<file path="config.mk">
export PLATFORM = sky130hd
export DESIGN_NAME = pipe_mux_n
export DESIGN_NICKNAME = d
export VERILOG_FILES = /design/src/rtl/pipe_pkg.sv /design/src/rtl/pipe_skid_buf.sv /design/src/rtl/pipe_mux_n.sv
export SDC_FILE = /design/constraint.sdc
export NUM_CORES = 1
export LEC_CHECK = 0
export ABC_AREA = 1
export CORE_ASPECT_RATIO = 0.9
export CORE_MARGIN = 2
export CORE_UTILIZATION = 40
export DETAILED_ROUTE_END_ITERATION = 8
export PLACE_DENSITY = 0.79
export SLEW_MARGIN = 0
export SYNTH_ARGS = -nofsm -noshare
export SYNTH_HDL_FRONTEND = slang
export SYNTH_SLANG_ARGS = --single-unit
</file>
<file path="constraint.sdc">
create_clock -name clk -period 4.25 [get_ports clk]
set_input_delay 0.85 -clock clk [delete_from_list [all_inputs] [get_ports clk]]
set_output_delay 0.85 -clock clk [all_outputs]
set_load 0.1 [all_outputs]
</file>
<file path="src/rtl/pipe_pkg.sv">
// Shared types for the pipelined N-input mux: buffer occupancy state and
// the default channel slice width.
package pipe_pkg;

   localparam int CHAN_W = 32;

   // Encoding doubles as the occupancy count.
   typedef enum logic [1:0] {
      EMPTY = 2'd0,
      ONE   = 2'd1,
      TWO   = 2'd2
   } state_t;

endpackage

</file>
<file path="src/rtl/pipe_skid_buf.sv">
// Handshake state machine and storage behind the mux: a head register
// plus an optional skid entry.
module pipe_skid_buf
   import pipe_pkg::*;
#(
   parameter int WIDTH = CHAN_W,
   parameter int SKID  = 1
)(
   input  logic             clk,
   input  logic             rst,
   input  logic             flush,
   input  logic             push,
   input  logic [WIDTH-1:0] push_data,
   output logic             space,
   output logic [WIDTH-1:0] out_data,
   output logic             out_valid,
   input  logic             out_ready,
   output state_t           state
);

   // Handshake: a beat moves when valid && ready are both high at a rising
   // edge; push is already qualified by space, drain by out_valid.
   logic [WIDTH-1:0] skid_q;
   logic             drain;

   assign out_valid = (state != EMPTY);
   assign drain     = out_valid && out_ready;
   // With SKID=1, space only looks at state so in_ready never sees out_ready.
   assign space     = (SKID != 0) ? (state != TWO) : ((state == EMPTY) || out_ready);

   always_ff @(posedge clk) begin
      if (rst) begin
         state    <= EMPTY;
         out_data <= '0;
         skid_q   <= '0;
      end else if (flush) begin
         state <= EMPTY;
      end else begin
         case (state)
            EMPTY: begin
               if (push) begin
                  out_data <= push_data;
                  state    <= ONE;
               end
            end
            ONE: begin
               if (push && drain) begin
                  out_data <= push_data;
               end else if (push) begin
                  skid_q <= push_data;
                  state  <= TWO;
               end else if (drain) begin
                  state <= EMPTY;
               end
            end
            TWO: begin
               if (drain) begin
                  out_data <= skid_q;
                  state    <= ONE;
               end
            end
            default: state <= EMPTY;
         endcase
      end
   end

endmodule

</file>
<file path="src/rtl/pipe_mux_n.sv">
// N-input registered multiplexer: selects one valid/ready channel and feeds
// it into a skid buffer with flush.
module pipe_mux_n
   import pipe_pkg::*;
#(
   parameter int WIDTH = CHAN_W,
   parameter int N_IN  = 4,
   parameter int SKID  = 1,
   localparam int SEL_W = $clog2(N_IN)
)(
   input  logic                    clk,
   input  logic                    rst,
   input  logic [N_IN*WIDTH-1:0]   in_data,
   input  logic [N_IN-1:0]         in_valid,
   output logic [N_IN-1:0]         in_ready,
   input  logic [SEL_W-1:0]        sel,
   input  logic                    flush,
   output logic [WIDTH-1:0]        out_data,
   output logic                    out_valid,
   input  logic                    out_ready,
   output logic [1:0]              count,
   output logic                    sel_err
);

   logic             space;
   logic             accept;
   logic [WIDTH-1:0] sel_data;
   state_t           state;

   assign sel_err = (int'(sel) >= N_IN);

   // An out-of-range sel matches no channel, so every ready stays low.
   always_comb begin
      sel_data = '0;
      in_ready = '0;
      for (int i = 0; i < N_IN; i++) begin
         if (int'(sel) == i) begin
            sel_data    = in_data[i*WIDTH +: WIDTH];
            in_ready[i] = space && !flush && !rst;
         end
      end
   end

   assign accept = |(in_valid & in_ready);
   assign count  = state;

   pipe_skid_buf #(
      .WIDTH (WIDTH),
      .SKID  (SKID)
   ) u_buf (
      .clk       (clk),
      .rst       (rst),
      .flush     (flush),
      .push      (accept),
      .push_data (sel_data),
      .space     (space),
      .out_data  (out_data),
      .out_valid (out_valid),
      .out_ready (out_ready),
      .state     (state)
   );

endmodule
</file>
-- Word level (Yosys, flattened, before mapping)
Index checks and enable logic that the tools add are counted.
- bitwise operators: 3
- eq/ne operators: 11
- mux-type cells: 18
- reduce and logical (&&, ||, !) cells: 15
- operators by type and width (cell ; number):
    2-to-1 mux 32 bit ; 7
    case mux 32 bit (3 select lines) ; 1
    2-to-1 mux 2 bit ; 5
    AND reduction 4 bit ; 2
    == test 2 bit, second input constant ; 3
    != test 2 x 1 -> 1 bit, second input constant ; 3
    case mux 2 bit (3 select lines) ; 1
    AND reduction 5 bit ; 1
    bitwise AND 4 bit ; 1
    == test 2 x 1 -> 1 bit, second input constant ; 2
    logical AND 1 bit ; 4
    zero test 2 bit ; 2
    2-to-1 mux 1 bit ; 4
    != test 2 bit, second input constant ; 2
    OR reduction 4 bit ; 1
    != test 3 x 1 -> 1 bit, second input constant ; 1
    nonzero test 3 bit ; 1
    zero test 1 bit ; 2
    inverter 1 bit ; 2
    nonzero test 2 bit ; 1
    OR reduction 2 bit ; 1
- input bits: 138
- output and inout bits: 40
- flip-flop bits (word level): 66

-- Depth between registers and ports, before layout
Gate-level depths: netlist (run 1).
- word-level depth: 9
- gate-level depth with buffers: 14

-- Hierarchy
From an unflattened synthesis (run 1), not the netlist that was laid out.
- cell total of the unflattened synthesis: 687
- area total of the unflattened synthesis: 4136.5 sq um
- modules (own cells, without submodules) (module ; area an instance (sq um) ; instances ; cells each):
    pipe_skid_buf ; 3261.9 ; 1 ; 487
    pipe_mux_n ; 874.6 ; 1 ; 200

-- Worst setup path before layout (run 1)
Ideal clock, no wire load.
- kind: flip-flop to output port
- from: register u_buf.state[0]
- to: output in_ready[1]
- data required time: 3.400 ns
- arrival time: 3.081 ns
- cell stages (with the launch flop): 7
- slack: 0.319 ns
- buffers on the path: 2
- path through: dfxtp_1 > inv_1 > nand2_1 > buf_2 > clkbuf_1 > nand2_1 > nor2_1
- longest elaborated chain between the ends: 4
- ends and longest elaborated chain (what ; line ; RTL):
    start: declaration ; pipe_skid_buf.sv:18 ; output state_t state
    start signal: assignment ; pipe_skid_buf.sv:33 ; state <= EMPTY;
    start signal: assignment ; pipe_skid_buf.sv:37 ; state <= EMPTY;
    start signal: assignment ; pipe_skid_buf.sv:43 ; state <= ONE;
    != test 2 bit ; pipe_skid_buf.sv:29 ; assign space = (SKID != 0) ? (state != TWO) : ((state == EMPTY) || out_ready);
    logical AND 1 bit (2 in a row) ; pipe_mux_n.sv:39 ; in_ready[i] = space && !flush && !rst;
    2-to-1 mux 1 bit ; pipe_mux_n.sv:37 ; if (int'(sel) == i) begin
    end: declaration ; pipe_mux_n.sv:15 ; output logic [N_IN-1:0] in_ready,
Every way passes these cells.

-- Worst setup path after layout (run 1)
- from: input sel[1]
- to: output in_ready[3]
- longest elaborated chain between the ends: 2
- ends and longest elaborated chain (what ; line ; RTL):
    start: declaration ; pipe_mux_n.sv:16 ; input logic [SEL_W-1:0] sel,
    == test 2 x 1 -> 1 bit ; pipe_mux_n.sv:37 ;
    2-to-1 mux 1 bit ; pipe_mux_n.sv:37 ;
Every way passes these cells.

==> impl_metrics.py, run 1 <==
metrics = {
    "global_routing": {
        "grt_pass1_wl_microns": 19600,
        "grt_overflow_total": 0,
        "grt_pass1_vias": 4395,
        "grt_usage": 0.237,
        "grt_max_degree": 43,
        "grt_antenna_before_repair": 0,
    },
    "setup_path": {
        "worstSetupStartpointType": "primary input",
        "critPathKind": "primary input to primary output",
        "arrival_ps": 2540,
        "r2r-end": "u_buf.out_data[31]",
        "ff2ff_path_depth": 7,
        "end_kind": "primary output",
        "required_ps": 3400,
        "r2r_start": "u_buf.state[1]",
        "r2r_slack_ps": 1970,
        "crit_fanout": 17,
    },
    "die": {
        "die_y_microns": 96.2,
        "core_sq_mm": 0.00913,
        "io-pin-count": 178,
        "fp.dieArea_sq_mm": 0.0102,
        "start_util": 0.414,
        "die_w_microns": 106,
        "num_rows": 33,
    },
    "placement": {
        "portBuffers": 176,
        "routabilityCongestion": 0.891,
        "dpl_worst_slack_ps": 705,
        "dp_hpwl_microns": 9080,
    },
    "synthesis": {
        "avgSynthCellArea_sq_um": 6.04,
        "synth_warnings": 0,
        "syn_inst": 625,
        "ys_ff_latch": 66,
        "synth-seq-area-share": 0.350,
        "synth.distinct_cells": 23,
        "syn-cell-area_sq_mm": 0.00378,
        "syn_nets": 763,
    },
    "job": {
        "maxCapViolations": 0,
    },
    "timing": {
        "rsz0062_at_grt": "no",
        "tightest_slew_ps": 1010,
        "clock.fmax_mhz": 295,
        "finalCritPeriodShare": 0.797,
        "fin_crit_ps": 3390,
        "finalHoldViolCount": 0,
        "postLayoutSetupSlackWorst_ps": 864,
        "maxSlewViolCount": 0,
        "setup_viol": 0,
        "finClkSkew_ps": 7.67,
        "fin_tns_setup_ps": 0,
        "maxSlewHeadroom": 0.325,
    },
    "routing": {
        "met1_length_microns": 4940,
        "ant_nets": 0,
        "wire_per_inst_microns": 13.2,
        "drt-initial-drc-count": 314,
        "dr_wl_met2_microns": 5910,
        "drc": 0,
        "viasPerCell": 5.02,
        "routed_wl_microns": 12000,
        "routed-wl-met3_microns": 792,
        "vias": 4561,
        "routed.top_layer": "met4",
        "drt_pass1_iterations": 4,
    },
    "clock_network": {
        "cts_setup_buffers": 0,
        "cts.reportedPaths.clkPinSlew_ps": 70,
        "post_cts_resize_count": 0,
        "cts.htree.levels": 3,
        "tritoncts": "yes",
        "cts-root-buf": "clkbuf_8",
        "clk_latency_ps": 350,
        "cts_hold_buffers": 0,
        "cts_buffers": 9,
        "clockBufferDepth": 2,
        "cts_sinks": 66,
    },
    "power_and_ir_drop": {
        "internal_power_mw": 1.28,
        "leakagePower_nw": 2.39,
        "p_switching_mw": 0.545,
        "ir_drop_uv": 173,
        "swShare": 0.298,
        "p_seq_frac": 0.353,
        "combPwrFrac": 0.265,
        "power_density_mw_per_mm2": 310,
        "p_clk_frac": 0.382,
    },
    "worst_hold_path": {
        "holdPathStages": 2,
        "hold_path_end": "u_buf.skid_q[7]",
        "hp-class": "flip-flop to flip-flop",
        "hp-start": "u_buf.skid_q[7]",
    },
    "layout": {
        "multi_input_area_sq_mm": 0.00212,
        "syn_to_final_growth_pct": 56.4,
        "drive_gt1_frac": 0.0611,
        "seq_area_sq_mm": 0.00132,
        "finish.net_count": 919,
        "n_fill_cell": 827,
        "mostFrequentLayoutCell": "nand2_1",
        "diodes": 0,
        "layout_common_cells": "nand2_1 (224), clkdlybuf4s50_1 (172), a21oi_1 (67), dfxtp_1 (66), nor2_1 (52)",
    },
    "run_status": {
        "status": "complete, no violations",
    },
}
## layout make-up
type | count | share of cell area
clock buffer | 9 | 0.0210
clock inverter | 7 | 0.0239
inverter | 38 | 0.0242
multi-input combinational | 477 | 0.360
sequential | 66 | 0.224
tap | 122 | 0.0258
timing repair buffer | 189 | 0.322
## per-stage QoR
step           cells  instance area (sq um)  hold WS, ps  utilization  power, mW
6_report         908                   5910          455        0.647       1.83
5_1_grt          908                   5910          479        0.647       1.91
4_1_cts          908                   5910          452        0.647       1.83
3_5_place_dp     892                   5640          443        0.618       1.14
3_3_place_gp     892                   5640          433        0.618       1.14
2_1_floorplan    625                   3780          425            -      0.934
## state kept, by name, indices dropped and copies added (netlist names)
name            flops
u_buf.out_data     32
u_buf.skid_q       32
u_buf.state         2
## cell families after synthesis
logic type             Yosys count  synth area share
other                            1          0.000993
and+or+nand+nor                353             0.389
buffers and inverters           82            0.0895
DFF                             66             0.350
AOI/OAI and AO/OA              123             0.170
## synthesized netlist by cell type
cell type | count | share of area
or2_0 | 11 | 0.018
clkbuf_1 | 27 | 0.027
inv_1 | 35 | 0.035
o21a_1 | 2 | 0.0040
o21ai_0 | 46 | 0.061
nand2_2 | 1 | 0.0017
clkinv_1 | 1 | 0.00099
inv_2 | 2 | 0.0020
o22ai_1 | 5 | 0.0083
nor2_2 | 2 | 0.0033
a21oi_4 | 1 | 0.0043
buf_4 | 1 | 0.0020
buf_2 | 15 | 0.020
nand2_1 | 224 | 0.22
nand4_1 | 19 | 0.031
nor2_1 | 53 | 0.053
a21oi_1 | 67 | 0.089
nand3_1 | 36 | 0.048
buf_6 | 1 | 0.0030
a21boi_0 | 2 | 0.0040
or2_2 | 7 | 0.012
dfxtp_1 | 66 | 0.35
conb_1 | 1 | 0.00099
## metal layers
metal	global-route usage	vias up
met1	0.262	2047
li1	-	2317
met2	0.448	168
met4	0.0920	0
met5	0	-
met3	0.0501	29
## critical path, stage by stage
cell and delay [ps]:
clkdlybuf4s50_1 580, nand2_1 300, inv_1 160, buf_4 250, nand3_1 90, inv_1 120, buf_12 180
## power by group through the flow
stage / clock, mW / combinational, mW / sequential, mW
finish: 0.699 / 0.484 / 0.645
global route: 0.736 / 0.522 / 0.647
CTS: 0.703 / 0.486 / 0.646
detailed placement: 0 / 0.484 / 0.660
global placement: 0 / 0.479 / 0.660
floorplan: 0 / 0.152 / 0.783
## worst max-delay path by stage
stage	from	end	depth (start not counted)
6_report	sel[1]	in_ready[3]	7
5_1_grt	sel[0]	u_buf.skid_q[6]	12
4_1_cts	sel[1]	in_ready[3]	7
3_5_place_dp	sel[1]	u_buf.skid_q[13]	12
3_3_place_gp	sel[0]	u_buf.skid_q[8]	12
2_1_floorplan	u_buf.state[0]	in_ready[1]	6
No activity file was read; power rests on OpenSTA's default activity.
==> inputs of run 2 (changes only) <==
--- a/config.mk
+++ b/config.mk
@@ -8,9 +8,9 @@
 export ABC_AREA = 1
 export CORE_ASPECT_RATIO = 0.9
 export CORE_MARGIN = 2
-export CORE_UTILIZATION = 40
+export CORE_UTILIZATION = 38
 export DETAILED_ROUTE_END_ITERATION = 8
-export PLACE_DENSITY = 0.79
+export PLACE_DENSITY = 0.78
 export SLEW_MARGIN = 0
 export SYNTH_ARGS = -nofsm -noshare
 export SYNTH_HDL_FRONTEND = slang
==> constraint.sdc (replaced) <==
create_clock -name clk -period 3 [get_ports clk]
set_input_delay 0.6 -clock clk [delete_from_list [all_inputs] [get_ports clk]]
set_output_delay 0.6 -clock clk [all_outputs]
set_load 0.1 [all_outputs]
==> run 2 against run 1 <==
  * Non-clock buffer count is 4 higher
  * Critical path depth is 2 lower
  * Wire length is 1.0% lower
  * Clock power is 9.4% higher
  * Sequential power is 42% higher
  * Design area is 1.2% lower
==> impl_metrics.py, run 2 (same netlist as run 1, synthesis figures left out) <==
metrics = {
    "die": {
        "die_y_microns": 98.6,
        "num_rows": 34,
        "core_sq_mm": 0.00966,
        "start_util": 0.391,
        "io-pin-count": 178,
        "die_w_microns": 109,
        "fp.dieArea_sq_mm": 0.0108,
    },
    "job": {
        "maxCapViolations": 0,
    },
    "clock_network": {
        "cts-root-buf": "clkbuf_8",
        "tritoncts": "yes",
        "post_cts_resize_count": 0,
        "clk_latency_ps": 340,
        "cts_setup_buffers": 0,
        "cts.htree.levels": 3,
        "cts.reportedPaths.clkPinSlew_ps": 80,
        "cts_sinks": 66,
        "clockBufferDepth": 2,
        "cts_buffers": 9,
        "cts_hold_buffers": 0,
    },
    "setup_path": {
        "path_cells": "clkdlybuf4s50_1, nor2_1, nand2_1, nor2_2, buf_12",
        "crit_fanout": 9,
        "end_kind": "primary output",
        "critPathKind": "primary input to primary output",
        "ff2ff_path_depth": 7,
        "arrival_ps": 2030,
        "critical_path.max_stage_delay_ps": 440,
        "required_ps": 2400,
        "cp_slowest_cell": "clkdlybuf4s50_1",
        "worstSetupStartpointType": "primary input",
    },
    "timing": {
        "fin_crit_ps": 2630,
        "tightest_slew_ps": 556,
        "fin_tns_setup_ps": 0,
        "rsz0062_at_grt": "no",
        "clock.fmax_mhz": 380,
        "setup_viol": 0,
        "finalHoldViolCount": 0,
        "finClkSkew_ps": 9.19,
        "finalCritPeriodShare": 0.876,
        "maxSlewHeadroom": 0.629,
        "postLayoutSetupSlackWorst_ps": 372,
        "maxSlewViolCount": 0,
    },
    "routing": {
        "wire_per_inst_microns": 12.9,
        "drt_pass1_iterations": 5,
        "vias": 4483,
        "ant_nets": 0,
        "drt-initial-drc-count": 239,
        "routed_wl_microns": 11800,
        "drc": 0,
        "viasPerCell": 4.89,
    },
    "placement": {
        "routabilityCongestion": 0.899,
        "dp_hpwl_microns": 8990,
        "place_area_sq_mm": 0.00563,
        "portBuffers": 176,
        "dpl_worst_slack_ps": 365,
    },
    "run_status": {
        "status": "complete, no violations",
    },
    "layout": {
        "top_regs": "u_buf.out_data: 32 flops, u_buf.skid_q: 32 flops, u_buf.state: 2 flops",
        "syn_to_final_growth_pct": 54.5,
        "finish.net_count": 923,
        "diodes": 0,
        "layout_common_cells": "nand2_1 (224), clkdlybuf4s50_1 (137), a21oi_1 (67), dfxtp_1 (65), nor2_1 (50)",
        "drive_gt1_frac": 0.114,
        "finalInstanceArea_sq_mm": 0.00584,
        "n_fill_cell": 862,
        "mostFrequentLayoutCell": "nand2_1",
    },
    "power_and_ir_drop": {
        "power_density_mw_per_mm2": 405,
        "combPwrFrac": 0.289,
        "internal_power_mw": 1.59,
        "swShare": 0.329,
        "p_switching_mw": 0.778,
        "p_clk_frac": 0.323,
        "leakagePower_nw": 2.46,
        "ir_drop_uv": 263,
        "p_seq_frac": 0.387,
    },
    "global_routing": {
        "grt_overflow_total": 0,
        "grt_usage": 0.217,
        "grt_pass1_vias": 4127,
        "grt_antenna_before_repair": 0,
        "grt_pass1_wl_microns": 18800,
        "grt_max_degree": 66,
    },
    "worst_hold_path": {
        "hp-class": "flip-flop to flip-flop",
        "holdPathStages": 2,
    },
}
[run 2: per-layer routing]
| layer | vias up | track usage | share of wire |
|---|---|---|---|
| met5 | - | 0 | 0 |
| met4 | 0 | 0.0552 | 0.012 |
| met3 | 12 | 0.0437 | 0.074 |
| met2 | 154 | 0.378 | 0.48 |
| met1 | 1990 | 0.273 | 0.43 |
| li1 | 2327 | - | - |
[run 2: per-stage QoR]
step,hold WS [ps],std cells,utilization,total power [mW]
after global routing,471,916,0.604,2.46
after detailed placement,444,900,0.583,1.62
final,455,916,0.604,2.36
after CTS,455,916,0.604,2.38
after floorplan,425,625,-,1.32
after global placement,434,900,0.583,1.61
[run 2: final cells by class]
class	instances	area, sq um	area share
repair buffers	193	1880	0.322
clock buffers	10	138	0.0236
flip-flops and latches	66	1320	0.227
well taps	126	158	0.0270
multi-input cells	477	2130	0.365
clock inverters	6	66.3	0.0114
inverters	38	143	0.0244
[run 2: worst max-delay path, delay by kind of cell]
kind	cells	cell delay, ps
buf+inv	2	630
simple gates	3	790
[run 2: power groups by stage]
stage / Combinational (mW) / Clock, mW / Sequential [mW]
6_report: 0.684 / 0.765 / 0.916
5_1_grt: 0.734 / 0.811 / 0.919
4_1_cts: 0.687 / 0.772 / 0.917
3_5_place_dp: 0.684 / 0 / 0.937
3_3_place_gp: 0.678 / 0 / 0.936
2_1_floorplan: 0.215 / 0 / 1.11
[run 2: worst paths after layout]
check / from / to / slack (ps)
max reg2reg: u_buf.state[1] / u_buf.out_data[17] / 940
min: u_buf.skid_q[11] / u_buf.skid_q[11] / 460
max: flush / in_ready[1] / 370
min reg2reg: u_buf.skid_q[11] / u_buf.skid_q[11] / 460
==> inputs of run 3 (changes only) <==
--- a/config.mk
+++ b/config.mk
@@ -6,12 +6,14 @@
 export NUM_CORES = 1
 export LEC_CHECK = 0
 export ABC_AREA = 1
+export CELL_PAD_IN_SITES_DETAIL_PLACEMENT = 1
+export CELL_PAD_IN_SITES_GLOBAL_PLACEMENT = 1
 export CORE_ASPECT_RATIO = 0.9
 export CORE_MARGIN = 2
-export CORE_UTILIZATION = 38
+export CORE_UTILIZATION = 24
 export DETAILED_ROUTE_END_ITERATION = 8
-export PLACE_DENSITY = 0.78
-export SLEW_MARGIN = 0
+export PLACE_DENSITY_LB_ADDON = 0.1
+export SLEW_MARGIN = 20
 export SYNTH_ARGS = -nofsm -noshare
 export SYNTH_HDL_FRONTEND = slang
 export SYNTH_SLANG_ARGS = --single-unit
==> run 3 against run 2 <==
  * Via count is 3.0% higher
  * Hold slack worse by 4.0 ps
  * Global-route usage is 3.4 points lower
  * Clock power is 24% higher
  * Wire length is 28% higher
  * Core utilization is 22 points lower
  * Non-clock buffer count is 2 lower
  * Sequential share of layout area is 0.54 points lower
  * Critical path depth is 1 higher
  * Cell count is 8.1% higher
==> impl_metrics.py, run 3 (same netlist as run 1, synthesis figures left out) <==
metrics = {
    "setup_path": {
        "path_cells": "clkdlybuf4s50_1, nor2_2, buf_12, nand3_1, inv_1, buf_12",
        "arrival_ps": 2000,
        "r2r-end": "u_buf.skid_q[23]",
        "ff2ff_path_depth": 10,
        "critical_path.startpoint": "sel[1]",
        "timing.critical_path.to": "in_ready[0]",
        "critical_path.max_stage_delay_ps": 500,
        "worstSetupStartpointType": "primary input",
        "crit_fanout": 27,
        "end_kind": "primary output",
        "r2r_start": "u_buf.state[0]",
        "crit_top_cell": "buf_12",
        "required_ps": 2400,
        "cp_slowest_cell": "clkdlybuf4s50_1",
        "r2r_slack_ps": 700,
        "critPathKind": "primary input to primary output",
    },
    "die": {
        "io-pin-count": 178,
        "fp.dieArea_sq_mm": 0.0168,
        "start_util": 0.245,
        "num_rows": 43,
        "die_w_microns": 136,
        "core_sq_mm": 0.0154,
        "die_y_microns": 123,
    },
    "placement": {
        "dp_hpwl_microns": 11500,
        "place_area_sq_mm": 0.00571,
        "routabilityCongestion": 0.779,
        "portBuffers": 176,
    },
    "layout": {
        "diodes": 0,
        "layout_common_cells": "nand2_1 (224), clkdlybuf4s50_1 (137), a21oi_1 (67), dfxtp_1 (65), nor2_1 (50)",
        "drive_gt1_frac": 0.108,
        "mostFrequentLayoutCell": "nand2_1",
        "top_regs": "u_buf.out_data: 32 flops, u_buf.skid_q: 32 flops, u_buf.state: 2 flops",
        "finish.net_count": 921,
        "utilization": 0.388,
        "finalInstanceArea_sq_mm": 0.00598,
        "syn_to_final_growth_pct": 58.3,
    },
    "global_routing": {
        "grt_max_degree": 66,
        "grt_pass1_vias": 4819,
        "grt_overflow_total": 0,
        "grt_antenna_before_repair": 0,
        "grt_pass1_wl_microns": 24100,
        "grt_usage": 0.183,
    },
    "power_and_ir_drop": {
        "finalPower_mw": 2.57,
        "power_density_mw_per_mm2": 430,
        "ir_drop_uv": 364,
        "leakagePower_nw": 2.49,
    },
    "routing": {
        "vias": 4619,
        "drt_pass1_iterations": 4,
        "drc": 0,
        "routed_wl_microns": 15200,
        "wire_per_inst_microns": 15.3,
        "drt-initial-drc-count": 145,
        "ant_nets": 0,
        "viasPerCell": 4.67,
    },
    "clock_network": {
        "cts_hold_buffers": 0,
        "cts_setup_buffers": 0,
        "cts.reportedPaths.clkPinSlew_ps": 50,
        "clockBufferDepth": 2,
        "cts_sinks": 66,
        "tritoncts": "yes",
        "cts.htree.levels": 3,
        "cts-root-buf": "clkbuf_16",
        "clk_latency_ps": 330,
        "cts_buffers": 9,
        "post_cts_resize_count": 0,
    },
    "timing": {
        "maxSlewHeadroom": 0.531,
        "tightest_slew_ps": 702,
        "finClkSkew_ps": 4.14,
        "maxSlewViolCount": 0,
        "setup_viol": 0,
        "fin_tns_setup_ps": 0,
        "rsz0062_at_grt": "no",
        "fin_crit_ps": 2600,
        "clock.fmax_mhz": 385,
        "finalCritPeriodShare": 0.866,
        "finalHoldViolCount": 0,
    },
    "job": {
        "maxCapViolations": 0,
    },
    "worst_hold_path": {
        "hp-class": "flip-flop to flip-flop",
    },
    "run_status": {
        "status": "complete, no violations",
    },
}
run 3: cell type report:
cell class / count / area (sq um)
Clock buffer: 13 / 250
Timing Repair Buffer: 191 / 1860
Clock inverter: 3 / 15.0
Sequential cell: 66 / 1320
Multi-Input combinational cell: 477 / 2130
Fill cell: 1986 / 9410
Tap cell: 202 / 253
Inverter: 38 / 143
run 3: worst min-delay path by stage:
stage	from	end	cells past startpoint
after floorplan	u_buf.skid_q[11]	u_buf.skid_q[11]	2
after global routing	u_buf.skid_q[15]	u_buf.skid_q[15]	2
after CTS	u_buf.skid_q[11]	u_buf.skid_q[11]	2
after detailed placement	u_buf.skid_q[11]	u_buf.skid_q[11]	2
final	u_buf.skid_q[11]	u_buf.skid_q[11]	2
after global placement	u_buf.skid_q[1]	u_buf.skid_q[1]	2
run 3: stage by stage:
step | cells | hold WS [ps] | worst slack, ps
after floorplan | 625 | 425 | 81.2
after global placement | 974 | 436 | 271
after detailed placement | 974 | 446 | 152
after CTS | 990 | 453 | 387
after global routing | 990 | 475 | 240
final | 990 | 451 | 403
run 3: power breakdown:
group | switching, mW | internal, mW
Clock | 0.369 | 0.578
Sequential | 0.0144 | 0.903
Combinational | 0.423 | 0.279
Total | 0.807 | 1.76
run 3: routing by layer:
layer / share of wire / up-vias / GRT usage
met3: 0.051 / 19 / 0.0418
met1: 0.40 / 2169 / 0.198
met4: 0.019 / 0 / 0.0482
met2: 0.53 / 115 / 0.358
met5: 0 / - / 0
li1: - / 2316 / -
run 3: critical path: cells and delay by family:
| family | cells | cell delay (ps) |
|---|---|---|
| buffers and inverters | 4 | 1030 |
| AND/OR/NAND/NOR | 2 | 350 |
